===== src/rtl/vga_sync_rx.sv =====
// ---------------------------------------------------------------------------
// vga_sync_rx
//
// Receive-side counterpart of the board VGA timing generator. Watches the
// HS/VS/BLANK strobes and 10-bit RGB on the pixel clock. It recovers the
// pixel column/row and a linear frame-buffer address, and it measures line
// and frame geometry. Lock is declared only after LOCK_FRAMES consecutive
// frames match H_ACT x V_ACT.
//
// Optional feature (macro FRAME_CRC_EN): adds oFrame_CRC, a CRC-16-CCITT
// (poly 0x1021, init 0xFFFF) over {R,G,B} of every valid pixel of a frame.
// The result is latched at each VS falling edge.
//
// Ports:
//   iCLK, iRST_N             pixel clock, async active-low reset
//   iVGA_HS, iVGA_VS         active-low syncs
//   iVGA_BLANK               1 = active video
//   iRed/iGreen/iBlue        10-bit pixel colour
//   iClear                   clears oErr and restarts the lock search
//   oX, oY, oAddress         position of the registered output pixel
//   oValid                   output pixel valid (locked, inside H_ACT)
//   oRed/oGreen/oBlue        registered colour, 0 when not valid
//   oLocked                  geometry locked
//   oFrame_Start             one-cycle pulse after each VS falling edge
//   oH_Meas, oV_Meas         active pixels of last line / lines of last frame
//   oLine_Clks               clocks between the last two HS falling edges
//   oErr                     sticky geometry error seen while locked
//   oFrame_CRC               (FRAME_CRC_EN only) per-frame pixel CRC
// ---------------------------------------------------------------------------
module vga_sync_rx #(
    parameter int H_ACT       = 640,
    parameter int V_ACT       = 480,
    parameter int LOCK_FRAMES = 2
) (
    input  logic        iCLK,
    input  logic        iRST_N,
    input  logic        iVGA_HS,
    input  logic        iVGA_VS,
    input  logic        iVGA_BLANK,
    input  logic [9:0]  iRed,
    input  logic [9:0]  iGreen,
    input  logic [9:0]  iBlue,
    input  logic        iClear,
    output logic [10:0] oX,
    output logic [10:0] oY,
    output logic [21:0] oAddress,
    output logic        oValid,
    output logic [9:0]  oRed,
    output logic [9:0]  oGreen,
    output logic [9:0]  oBlue,
    output logic        oLocked,
    output logic        oFrame_Start,
    output logic [10:0] oH_Meas,
    output logic [10:0] oV_Meas,
    output logic [11:0] oLine_Clks,
    output logic        oErr
`ifdef FRAME_CRC_EN
    ,
    output logic [15:0] oFrame_CRC
`endif
);

    typedef enum logic [1:0] {SEARCH, MEASURE, LOCKED} StateType;

    StateType    state, nextState;
    logic [3:0]  matchCnt, nextMatch;
    logic        setErr;
    logic        hsD, vsD, blankD;
    logic        hsFall, vsFall, blankRise, blankFall;
    logic [10:0] xCnt, yCnt, curX, ySat, lineCount;
    logic [11:0] lineClk;
    logic        frameBad, lineBad, frameOk, pixelValid;

    assign hsFall    = hsD & ~iVGA_HS;
    assign vsFall    = vsD & ~iVGA_VS;
    assign blankRise = ~blankD & iVGA_BLANK;
    assign blankFall = blankD & ~iVGA_BLANK;

    // The first active pixel after blanking is column 0. The counter itself
    // clears a cycle late, so the column is forced to 0 on the rising edge.
    assign curX = blankRise ? 11'd0 : xCnt;
    assign ySat = (yCnt == 11'd2047) ? yCnt : yCnt + 11'd1;

    // When a line ends in the same cycle as VS falls, that line still
    // belongs to the frame that is closing.
    assign lineCount  = blankFall ? ySat : yCnt;
    assign lineBad    = blankFall && (xCnt != 11'(H_ACT));
    assign frameOk    = !frameBad && !lineBad && (lineCount == 11'(V_ACT));
    assign pixelValid = (state == LOCKED) && iVGA_BLANK && (curX < 11'(H_ACT));
    assign oLocked    = (state == LOCKED);

    // Edge detectors idle at the inactive sync level so that reset itself
    // never looks like a sync edge.
    always_ff @(posedge iCLK or negedge iRST_N) begin
        if (!iRST_N) begin
            hsD    <= 1'b1;
            vsD    <= 1'b1;
            blankD <= 1'b1;
        end else begin
            hsD    <= iVGA_HS;
            vsD    <= iVGA_VS;
            blankD <= iVGA_BLANK;
        end
    end

    // Column/row counters and the geometry measurements. Both counters
    // saturate so that a runaway line cannot wrap back into range.
    always_ff @(posedge iCLK or negedge iRST_N) begin
        if (!iRST_N) begin
            xCnt       <= '0;
            yCnt       <= '0;
            lineClk    <= '0;
            frameBad   <= 1'b0;
            oH_Meas    <= '0;
            oV_Meas    <= '0;
            oLine_Clks <= '0;
        end else begin
            if (iVGA_BLANK)
                xCnt <= (curX == 11'd2047) ? curX : curX + 11'd1;
            if (vsFall)
                yCnt <= '0;
            else if (blankFall)
                yCnt <= ySat;
            if (vsFall)
                frameBad <= 1'b0;
            else if (lineBad)
                frameBad <= 1'b1;
            if (blankFall)
                oH_Meas <= xCnt;
            if (vsFall)
                oV_Meas <= lineCount;
            if (hsFall) begin
                oLine_Clks <= lineClk;
                lineClk    <= 12'd1;
            end else if (lineClk != 12'd4095) begin
                lineClk <= lineClk + 12'd1;
            end
        end
    end

    // State register, the consecutive-match counter and the sticky error.
    always_ff @(posedge iCLK or negedge iRST_N) begin
        if (!iRST_N) begin
            state    <= SEARCH;
            matchCnt <= '0;
            oErr     <= 1'b0;
        end else begin
            state    <= nextState;
            matchCnt <= nextMatch;
            if (iClear)
                oErr <= 1'b0;
            else if (setErr)
                oErr <= 1'b1;
        end
    end

    // Lock search. The partial frame seen when leaving SEARCH is never
    // counted. Once locked, any bad line or bad frame drops straight back
    // to SEARCH. iClear overrides every other transition.
    always_comb begin
        nextState = state;
        nextMatch = matchCnt;
        setErr    = 1'b0;
        if (iClear) begin
            nextState = SEARCH;
            nextMatch = '0;
        end else begin
            case (state)
                SEARCH: begin
                    if (vsFall) begin
                        nextState = MEASURE;
                        nextMatch = '0;
                    end
                end
                MEASURE: begin
                    if (vsFall) begin
                        if (!frameOk) begin
                            nextMatch = '0;
                        end else if ((matchCnt + 4'd1) >= 4'(LOCK_FRAMES)) begin
                            nextState = LOCKED;
                            nextMatch = '0;
                        end else begin
                            nextMatch = matchCnt + 4'd1;
                        end
                    end
                end
                LOCKED: begin
                    if (lineBad || (vsFall && (lineCount != 11'(V_ACT)))) begin
                        setErr    = 1'b1;
                        nextState = SEARCH;
                        nextMatch = '0;
                    end
                end
                default: begin
                    nextState = SEARCH;
                    nextMatch = '0;
                end
            endcase
        end
    end

    // Pixel output stage: exactly one clock of latency. Colour is zeroed
    // whenever the pixel is not valid.
    always_ff @(posedge iCLK or negedge iRST_N) begin
        if (!iRST_N) begin
            oX           <= '0;
            oY           <= '0;
            oAddress     <= '0;
            oValid       <= 1'b0;
            oRed         <= '0;
            oGreen       <= '0;
            oBlue        <= '0;
            oFrame_Start <= 1'b0;
        end else begin
            oX           <= curX;
            oY           <= yCnt;
            oAddress     <= 22'(yCnt) * 22'(H_ACT) + 22'(curX);
            oValid       <= pixelValid;
            oRed         <= pixelValid ? iRed   : 10'd0;
            oGreen       <= pixelValid ? iGreen : 10'd0;
            oBlue        <= pixelValid ? iBlue  : 10'd0;
            oFrame_Start <= vsFall;
        end
    end

`ifdef FRAME_CRC_EN
    logic [15:0] crcAcc;

    function automatic logic [15:0] crcStep(input logic [15:0] crc, input logic [29:0] data);
        logic [15:0] r;
        r = crc;
        for (int i = 29; i >= 0; i--) begin
            if (r[15] ^ data[i])
                r = {r[14:0], 1'b0} ^ 16'h1021;
            else
                r = {r[14:0], 1'b0};
        end
        return r;
    endfunction

    // Bit-serial CRC folded into one clock per pixel, red MSB first.
    // A VS falling edge closes the frame and restarts the accumulator. Valid
    // pixels cannot coincide with VS falling in any real timing, so that
    // cycle contributes nothing.
    always_ff @(posedge iCLK or negedge iRST_N) begin
        if (!iRST_N) begin
            crcAcc     <= 16'hFFFF;
            oFrame_CRC <= '0;
        end else if (vsFall) begin
            oFrame_CRC <= crcAcc;
            crcAcc     <= 16'hFFFF;
        end else if (pixelValid) begin
            crcAcc <= crcStep(crcAcc, {iRed, iGreen, iBlue});
        end
    end
`endif

endmodule


===== config.mk =====
export PLATFORM = sky130hd
export DESIGN_NAME = vga_sync_rx
export DESIGN_NICKNAME = d
export VERILOG_FILES = /design/src/rtl/vga_sync_rx.sv
export SDC_FILE = /design/constraint.sdc
export NUM_CORES = 1
export LEC_CHECK = 0
export CAP_MARGIN = 20
export CORE_ASPECT_RATIO = 0.9
export CORE_MARGIN = 5
export CORE_UTILIZATION = 50
export CTS_BUF_LIST = sky130_fd_sc_hd__clkbuf_4 sky130_fd_sc_hd__clkbuf_8
export DETAILED_ROUTE_END_ITERATION = 12
export PLACE_DENSITY = 0.79
export SLEW_MARGIN = 20
export SYNTH_ARGS = -nofsm -noshare
export SYNTH_HDL_FRONTEND = slang
export SYNTH_SLANG_ARGS = --single-unit

===== constraint.sdc =====
create_clock -name iCLK -period 6.45 [get_ports iCLK]
set_input_delay 1.29 -clock iCLK [delete_from_list [all_inputs] [get_ports iCLK]]
set_output_delay 1.29 -clock iCLK [all_outputs]
set_load 0.02 [all_outputs]

======== Word-level counts from Yosys, hierarchy flattened ========
Cells that the tools add are included.
storage, ports and cells
  bits in registers ....................... 155
  latch bits .............................. 0
  RAM bits ................................ 0
  memory bits (read-only) ................. 0
  input bits .............................. 36
  memories ................................ 0
operators by class
  $add $sub $neg .......................... 5
  $mul .................................... 1
  div/mod/pow operators ................... 0
  order comparisons ....................... 2
  equal/unequal tests ..................... 13
  shifts and indexed selects .............. 0
  multiplexer cells ....................... 31
  bitwise logic cells ..................... 8
  reduce and logical (&&, ||, !) cells .... 15
operator list
  cell                   count
  $mux 11                5
  $mux 10                3
  $mux 12                2
  $mux 4                 6
  $add 11x1->11 const B  2
  $add 21x11->22         1
  $eq 11x11->1 const B   2
  $mul 11x3->14 const B  1
  $add 12x1->12 const B  1
  $mux 2                 6
  $ne 12x12->1 const B   1
  $ne 3x3->1 const B     4
  $pmux 4 s3             1
  $eq 11x9->1 const B    1
  $lt 11x10->1 const B   1
  $ne 11x10->1 const B   1
  $ne 11x9->1 const B    1
  $mux 1                 7
  $logic_and 1x1->1      6
  $pmux 2 s3             1
  $reduce_bool 2->1      3
  $reduce_and 5->1       1
  $add 4x1->4 const B    1
  $and 1x1->1            4
  other kinds (9)        13

======== Depth between registers and ports, before layout ========
Gate-level depths: netlist of the first run.
  depth in word-level cells ............... 11
  gate-level depth with buffers ........... 13
  gate-level depth less buffers ........... 12

======== Worst setup path after synthesis of the first run ========
Ideal clock, no wire load.
  path type ............................... in2reg
  start point ............................. input iVGA_BLANK
  end point ............................... register oAddress[20]
  library setup time ...................... 0.068 ns
  arrival ................................. 3.432 ns
  data required time ...................... 6.382 ns
  setup slack ............................. 2.949 ns
  cell stages on the path ................. 11
  path buffers ............................ 1
  path through ............................ nand2b_1 > clkbuf_1 > and2_1 > ha_1 > o21a_1 > a21oi_1 > nor4b_2 > nand4_1 > or2_1 > or3_1 > nand3_1
between the ends
  cells in the longest elaborated chain, start to end .. 3
RTL lines
  element               line  text
  from (decl)           39    input logic iVGA_BLANK,
  $and 1x1->1           76    assign blankRise = ~blankD & iVGA_BLANK;
  $mux 11               81    assign curX = blankRise ? 11'd0 : xCnt;
  via curX[9]           70    logic [10:0] xCnt, yCnt, curX, ySat, lineCount;
  $add 21x11->22        217   oAddress <= 22'(yCnt) * 22'(H_ACT) + 22'(curX);
  to (signal assigned)  217
  to (decl)             46    output logic [21:0] oAddress,
The timed path passes the listed nets, and every way through them passes these cells.
A chain may end at the register's enable or synchronous reset.

======== Final worst setup path of the first run ========
Ends and elaborated chain as after synthesis.

==> flow_metrics.env, run 1 <==
export IMPL_status="finished, final reports clean"
export IMPL_max_stage_delay_ps=750
export IMPL_fin_nets=829
export IMPL_fin_skew_ps=8.03
export IMPL_cts_hold_buf=0
export IMPL_cts_buffer_depth=2
export IMPL_min_path_cells=2
export IMPL_synth_area_sq_um=6650
export IMPL_synth_top_cells_by_area="dfrtp_1 (55%), nand2_1 (5.6%), ha_1 (5.1%)"
export IMPL_grt_pass1_vias=5312
export IMPL_synth_largest_area_cell="dfrtp_1"
export IMPL_cap_viol_max_count=0
export IMPL_wl_per_cell_um=16.1
export IMPL_vdd_drop_max_uv=191
export IMPL_start_util_pct=50.3
export IMPL_yosysWarningCount=0
export IMPL_worstSetupEndpointType="flip-flop"
export IMPL_setup_tns_final_ps=0
export IMPL_instances_no_fill=945
export IMPL_h_tree_depth=4
export IMPL_avgSynthCellArea_sq_um=10.7
export IMPL_power_mw=2.05
export IMPL_setup_viol=0
export IMPL_synth_enable_flop_cells=0
export IMPL_rr_startpoint="yCnt[3]"
export IMPL_grt_pass1_wl_mm=25.6
export IMPL_die_area_sq_um=15700
export IMPL_cellLeakagePower_nw=4.08
export IMPL_rows=40
export IMPL_die_width_um=132
export IMPL_dp_cells=913
export IMPL_post_route_util_pct=64.9
export IMPL_grt_usage_pct=19.9
export IMPL_post_place_ws_ps=1790
export IMPL_worstHoldPathType="flip-flop to flip-flop"
export IMPL_worstRegToRegCells=11
export IMPL_path_clk_slew_ps=70
export IMPL_finalHoldViolations=0
export IMPL_crit_chain="clkdlybuf4s50_1 > nand2b_1 > and2_1 > ha_1 > o21a_1 > a21oi_1 > nor4b_2 > nand4_1 > or2_1 > a221o_1 > nand3_1"
export IMPL_vias=5121
export IMPL_hold_path_startpoint="oLine_Clks[7]"
export IMPL_drive_gt1_share_pct=7.08
export IMPL_dieHeight_um=119
export IMPL_ant_nets=0
export IMPL_grt_ovfl_total=0
export IMPL_finalCriticalPeriod_ps=4250
export IMPL_diodes=0
export IMPL_clock_sinks=148
export IMPL_setup_ws_ps=2200
export IMPL_num_io_pins=148
export IMPL_async_flop_share_pct=100
export IMPL_fin_crit_sh_pct=66.0
export IMPL_synthCells=623
export IMPL_post_cts_buffers=0
export IMPL_slew_headroom_pct=39.1
export IMPL_cts_tree="done"
export IMPL_postSynthRegisterBits=148
export IMPL_fin_area_sq_um=8570
export IMPL_worstSkewPairLatency_ps=450
export IMPL_r2r_setup_slack_ps=3200
export IMPL_fp_coreArea_sq_um=13200
export IMPL_drt_total_wl_mm=15.2
export IMPL_tightest_slew_ps=914
export IMPL_synthesis_nets=688
export IMPL_synth_top_area_share_pct=54.6
export IMPL_ys_seq_area_share_pct=55.8
export IMPL_via_per_inst=5.42
export IMPL_dpl_cell_area_sq_um=8200
export IMPL_drt_first_iter_violations=402
export IMPL_grt_max_degree=76
export IMPL_hpwlAfterDp_mm=11.1
export IMPL_ys_dominant_reg_cell="dfrtp_1"
export IMPL_reg2reg_to="oAddress[20]"
export IMPL_slew_viol_final=0
export IMPL_root_buffer="clkbuf_8"
export IMPL_drc=0
export IMPL_port_buffers=147
export IMPL_hold_slack_ps=475
export IMPL_grt_antenna_before_repair=0
export IMPL_synthDistinctLibCells=72
export IMPL_cts_resized=0
export IMPL_area_growth_pct=28.9
export IMPL_cp_arrival_ps=4630
export IMPL_crit_type="input port to flip-flop"
export IMPL_drt_pass1_iterations=5
export IMPL_rsz0062_at_grt="false"
export IMPL_cp_slowest_cell="clkdlybuf4s50_1"
export IMPL_cp_max_fo=16
export IMPL_numCtsBuffers=17
export IMPL_p_per_area_nw_per_um2=239
export IMPL_gp_congestion=0.896
export IMPL_crit_required_ps=6830
export IMPL_startpoint_type="input port"
export IMPL_hold_end="oLine_Clks[7]"
export IMPL_max_freq_mhz=235
==> worst max path at each step <==
stage,from,to,cells past startpoint
global placement,iVGA_BLANK,oAddress[20],11
global route,iVGA_BLANK,oAddress[20],11
floorplan,iVGA_BLANK,oAddress[20],11
finish,iVGA_BLANK,oAddress[20],11
detailed placement,iVGA_BLANK,oAddress[20],11
CTS,iVGA_BLANK,oAddress[20],11
==> synthesized netlist by cell type, drive strengths merged (2+ instances only) <==
cell	number
a2111oi	2
a211o	3
a211oi	7
a21o	5
a21oi	14
a221oi	2
a22oi	2
a31o	2
a31oi	7
and2	47
and3	12
and4	5
buf	13
clkbuf	14
dfrtp	145
dfstp	3
fa	2
ha	27
inv	16
mux2	2
mux2i	4
nand2	101
nand2b	7
nand3	18
nand4	14
nand4b	2
nor2	39
nor2b	9
nor3	6
nor4	7
nor4b	2
o21a	4
o21ai	24
o311ai	2
or2	3
or3	3
xnor2	14
xor2	17
==> registers in the layout, indices dropped and copies added, names as in the netlist, 4 cells and up <==
register,count
oAddress,22
lineClk,12
oLine_Clks,12
oH_Meas,11
oV_Meas,11
oY,11
xCnt,11
yCnt,11
oBlue,10
oGreen,10
oRed,10
matchCnt,4
oX,4
==> worst max-delay path, delay by kind of cell <==
family                   cells  cell delay (ps)
AND/OR/NAND/NOR              6             1600
adder cells (fa/ha/maj)      1              360
AO/OA/AOI/OAI                3              640
buffers and inverters        1              750
==> power by group <==
part | leakage, nW | internal, mW | switching [mW]
Sequential | 2.02 | 0.991 | 0.0557
Clock | 0.203 | 0.357 | 0.323
Combinational | 1.85 | 0.149 | 0.174
Total | 4.08 | 1.50 | 0.553
==> layer usage <==
metal	wire [um]	part of all wire [%]	track usage, %
met4	442	2.9	8.55
met1	6180	41	23.5
met5	0	0	0
met2	7380	48	32.5
met3	1230	8.1	7.69
==> cell type report <==
type,count,area (sq um)
fillers,1037,4640
flip-flops and latches,148,3710
multi-input cells,432,2730
repair buffers,149,1490
clock buffers,27,322
well taps,168,210
inverters,16,60.1
clock inverters,5,50.0
==> layout by cell type (no fill, tap or decap), types with 2 or more instances in the layout <==
master,count
and2_1,46
nand4b_1,2
a21oi_1,14
ha_1,27
a211oi_1,7
a211o_1,2
nor4_1,7
nor3_1,6
nor2_1,38
nand3_1,18
clkdlybuf4s50_1,146
or3_1,3
buf_4,2
mux2_1,2
a21o_1,4
dfrtp_1,145
o21ai_0,23
o21a_1,4
and3_1,11
fa_1,2
nand2_1,100
inv_1,16
nand2b_1,6
clkinv_2,4
a2111oi_0,2
nor4b_2,2
dfstp_2,3
clkbuf_8,19
clkbuf_4,8
o311ai_0,2
a31oi_1,7
mux2i_1,4
nand4_1,13
and4_1,4
xor2_1,17
or2_2,2
xnor2_1,14
nor2b_1,9
==> logic make-up (layout without fill, tap and decap cells) <==
group,after synthesis,count (layout),synth area share [%]
compound gates,84,84,8.53
xor+xnor,31,31,4.08
fa+ha+maj,29,29,5.68
buf+inv,43,197,3.14
flops,148,148,55.8
mux,6,6,0.941
other cells,1,1,0.0564
simple gates,281,281,21.8
No activity file was read; power rests on OpenSTA's default activity.
==> run 2: changes to the inputs <==
CORE_UTILIZATION = 47   (was 50)
PLACE_DENSITY = 0.78   (was 0.79)
clock period = 3.5 ns   (was 6.45 ns; I/O delays follow)
==> run 2 against run 1 <==
  * Routed wire length fell by 2.0%
  * Hold slack got worse by 130 ps
  * Clock power rose by 97%
  * Non-clock buffer count increased by 12
  * Die area up 5.9%
  * Critical endpoint unchanged
==> flow_metrics.env, run 2 (synthesis gave the netlist of run 1 again) <==
export IMPL_cellLeakagePower_nw=4.14
export IMPL_drt_total_wl_mm=14.9
export IMPL_met3_length_mm=1.24
export IMPL_crit_top_cell="ha_1"
export IMPL_regMostFlops="oAddress"
export IMPL_finalCriticalPeriod_ps=3220
export IMPL_finalHoldViolations=0
export IMPL_diodes=0
export IMPL_seq_area_sq_um=3710
export IMPL_setup_tns_final_ps=0
export IMPL_numCtsBuffers=17
export IMPL_startpoint_type="flip-flop"
export IMPL_wl_met2_mm=7.21
export IMPL_p_per_area_nw_per_um2=445
export IMPL_drt_pass1_iterations=5
export IMPL_r2r_setup_slack_ps=280
export IMPL_rows=41
export IMPL_status="finished, final reports clean"
export IMPL_grt_pass1_vias=5192
export IMPL_reg_largest_list="oAddress x22, lineClk x12, oLine_Clks x12"
export IMPL_cap_viol_max_count=0
export IMPL_multi_input_area_sq_um=2730
export IMPL_num_io_pins=148
export IMPL_setup_viol=0
export IMPL_tightest_slew_ps=884
export IMPL_cp_max_fo=11
export IMPL_layout_common_cells="clkdlybuf4s50_1 (146), dfrtp_1 (145), nand2_1 (100)"
export IMPL_max_stage_delay_ps=560
export IMPL_worstSetupEndpointType="flip-flop"
export IMPL_hold_slack_ps=348
export IMPL_area_growth_pct=31.2
export IMPL_wl_per_cell_um=15.2
export IMPL_fin_crit_sh_pct=92.1
export IMPL_fin_skew_ps=11.1
export IMPL_crit_chain="ha_1 > ha_1 > and3_1 > a2111oi_0 > xnor2_1 > nand4_1 > or2_1 > or3_1 > nand3_1"
export IMPL_max_freq_mhz=310
export IMPL_worstHoldPathType="input port to asynchronous set/reset pin"
export IMPL_drt_first_iter_violations=324
export IMPL_drive_gt1_share_pct=8.38
export IMPL_grt_usage_pct=19.1
export IMPL_rsz0062_at_grt="false"
export IMPL_worstSkewPairLatency_ps=440
export IMPL_gp_congestion=0.931
export IMPL_crit_required_ps=3870
export IMPL_cts_hold_buf=0
export IMPL_power_mw=3.88
export IMPL_cts_buffer_depth=2
export IMPL_clock_sinks=148
export IMPL_hpwlAfterDp_mm=10.9
export IMPL_fp_coreArea_sq_um=14000
export IMPL_post_route_util_pct=62.5
export IMPL_crit_type="flip-flop to flip-flop"
export IMPL_grt_max_degree=113
export IMPL_nFillCells=1138
export IMPL_grt_pass1_wl_mm=25.4
export IMPL_cts_tree="done"
export IMPL_h_tree_depth=4
export IMPL_highest_layer="met4"
export IMPL_post_cts_buffers=0
export IMPL_slew_viol_final=0
export IMPL_die_width_um=135
export IMPL_cts_resized=0
export IMPL_start_util_pct=47.7
export IMPL_fin_nets=841
export IMPL_m1WireLength_mm=6.34
export IMPL_path_clk_slew_ps=80
export IMPL_via_per_inst=5.17
export IMPL_root_buffer="clkbuf_8"
export IMPL_largest_register_ffs=22
export IMPL_dieHeight_um=123
export IMPL_grt_ovfl_total=0
export IMPL_layout_commonest_cell="clkdlybuf4s50_1"
export IMPL_port_buffers=147
export IMPL_drc=0
export IMPL_cp_slowest_cell="a2111oi_0"
export IMPL_vias=5072
export IMPL_vdd_drop_max_uv=349
export IMPL_grt_antenna_before_repair=0
export IMPL_die_area_sq_um=16600
export IMPL_cp_arrival_ps=3590
export IMPL_worstRegToRegCells=9
export IMPL_ant_nets=0
export IMPL_slew_headroom_pct=41.1
run 2: final cells by class:
class                           count  area share [%]
Multi-Input combinational cell    432            31.3
Timing Repair Buffer              161            18.1
Clock buffer                       27            3.76
Clock inverter                      4           0.860
Sequential cell                   148            42.5
Inverter                           16           0.688
Tap cell                          193            2.77
run 2: routing by layer:
metal | vias up | track usage [%]
met5 | - | 0
li1 | 2432 | -
met2 | 160 | 31.1
met4 | 0 | 5.04
met3 | 13 | 7.34
met1 | 2467 | 24.0
run 2: metrics by stage:
stage                     cells  cell area, sq um  setup slack (ps)
after CTS                   981              8720               308
after floorplan             623              6650               589
after global placement      950              8320               181
after global routing        981              8720              90.2
final                       981              8720               276
after detailed placement    950              8320               119
run 2: path summary, 6_finish.rpt:
path,from,endpoint
worst min register to register,oLine_Clks[11],oLine_Clks[11]
worst max register to register,yCnt[3],oAddress[20]
min in group iCLK,oLine_Clks[11],oLine_Clks[11]
worst min-delay path,iRST_N,oAddress[16]
worst max-delay path,yCnt[3],oAddress[20]
max in group asynchronous,iRST_N,oX[8]
run 2: worst max-delay path: cells and delay by family (launching register included):
family | cells | cell delay [ps]
DFF | 1 | 520
adders and majority gates | 2 | 740
AOI/OAI and AO/OA | 1 | 560
and+or+nand+nor | 5 | 1060
xor gates and xnor gates | 1 | 270
run 2: where the power goes:
part	switching, mW	internal (mW)	total (mW)
combinational	0.332	0.287	0.618
clock	0.596	0.743	1.34
sequential	0.0970	1.83	1.92
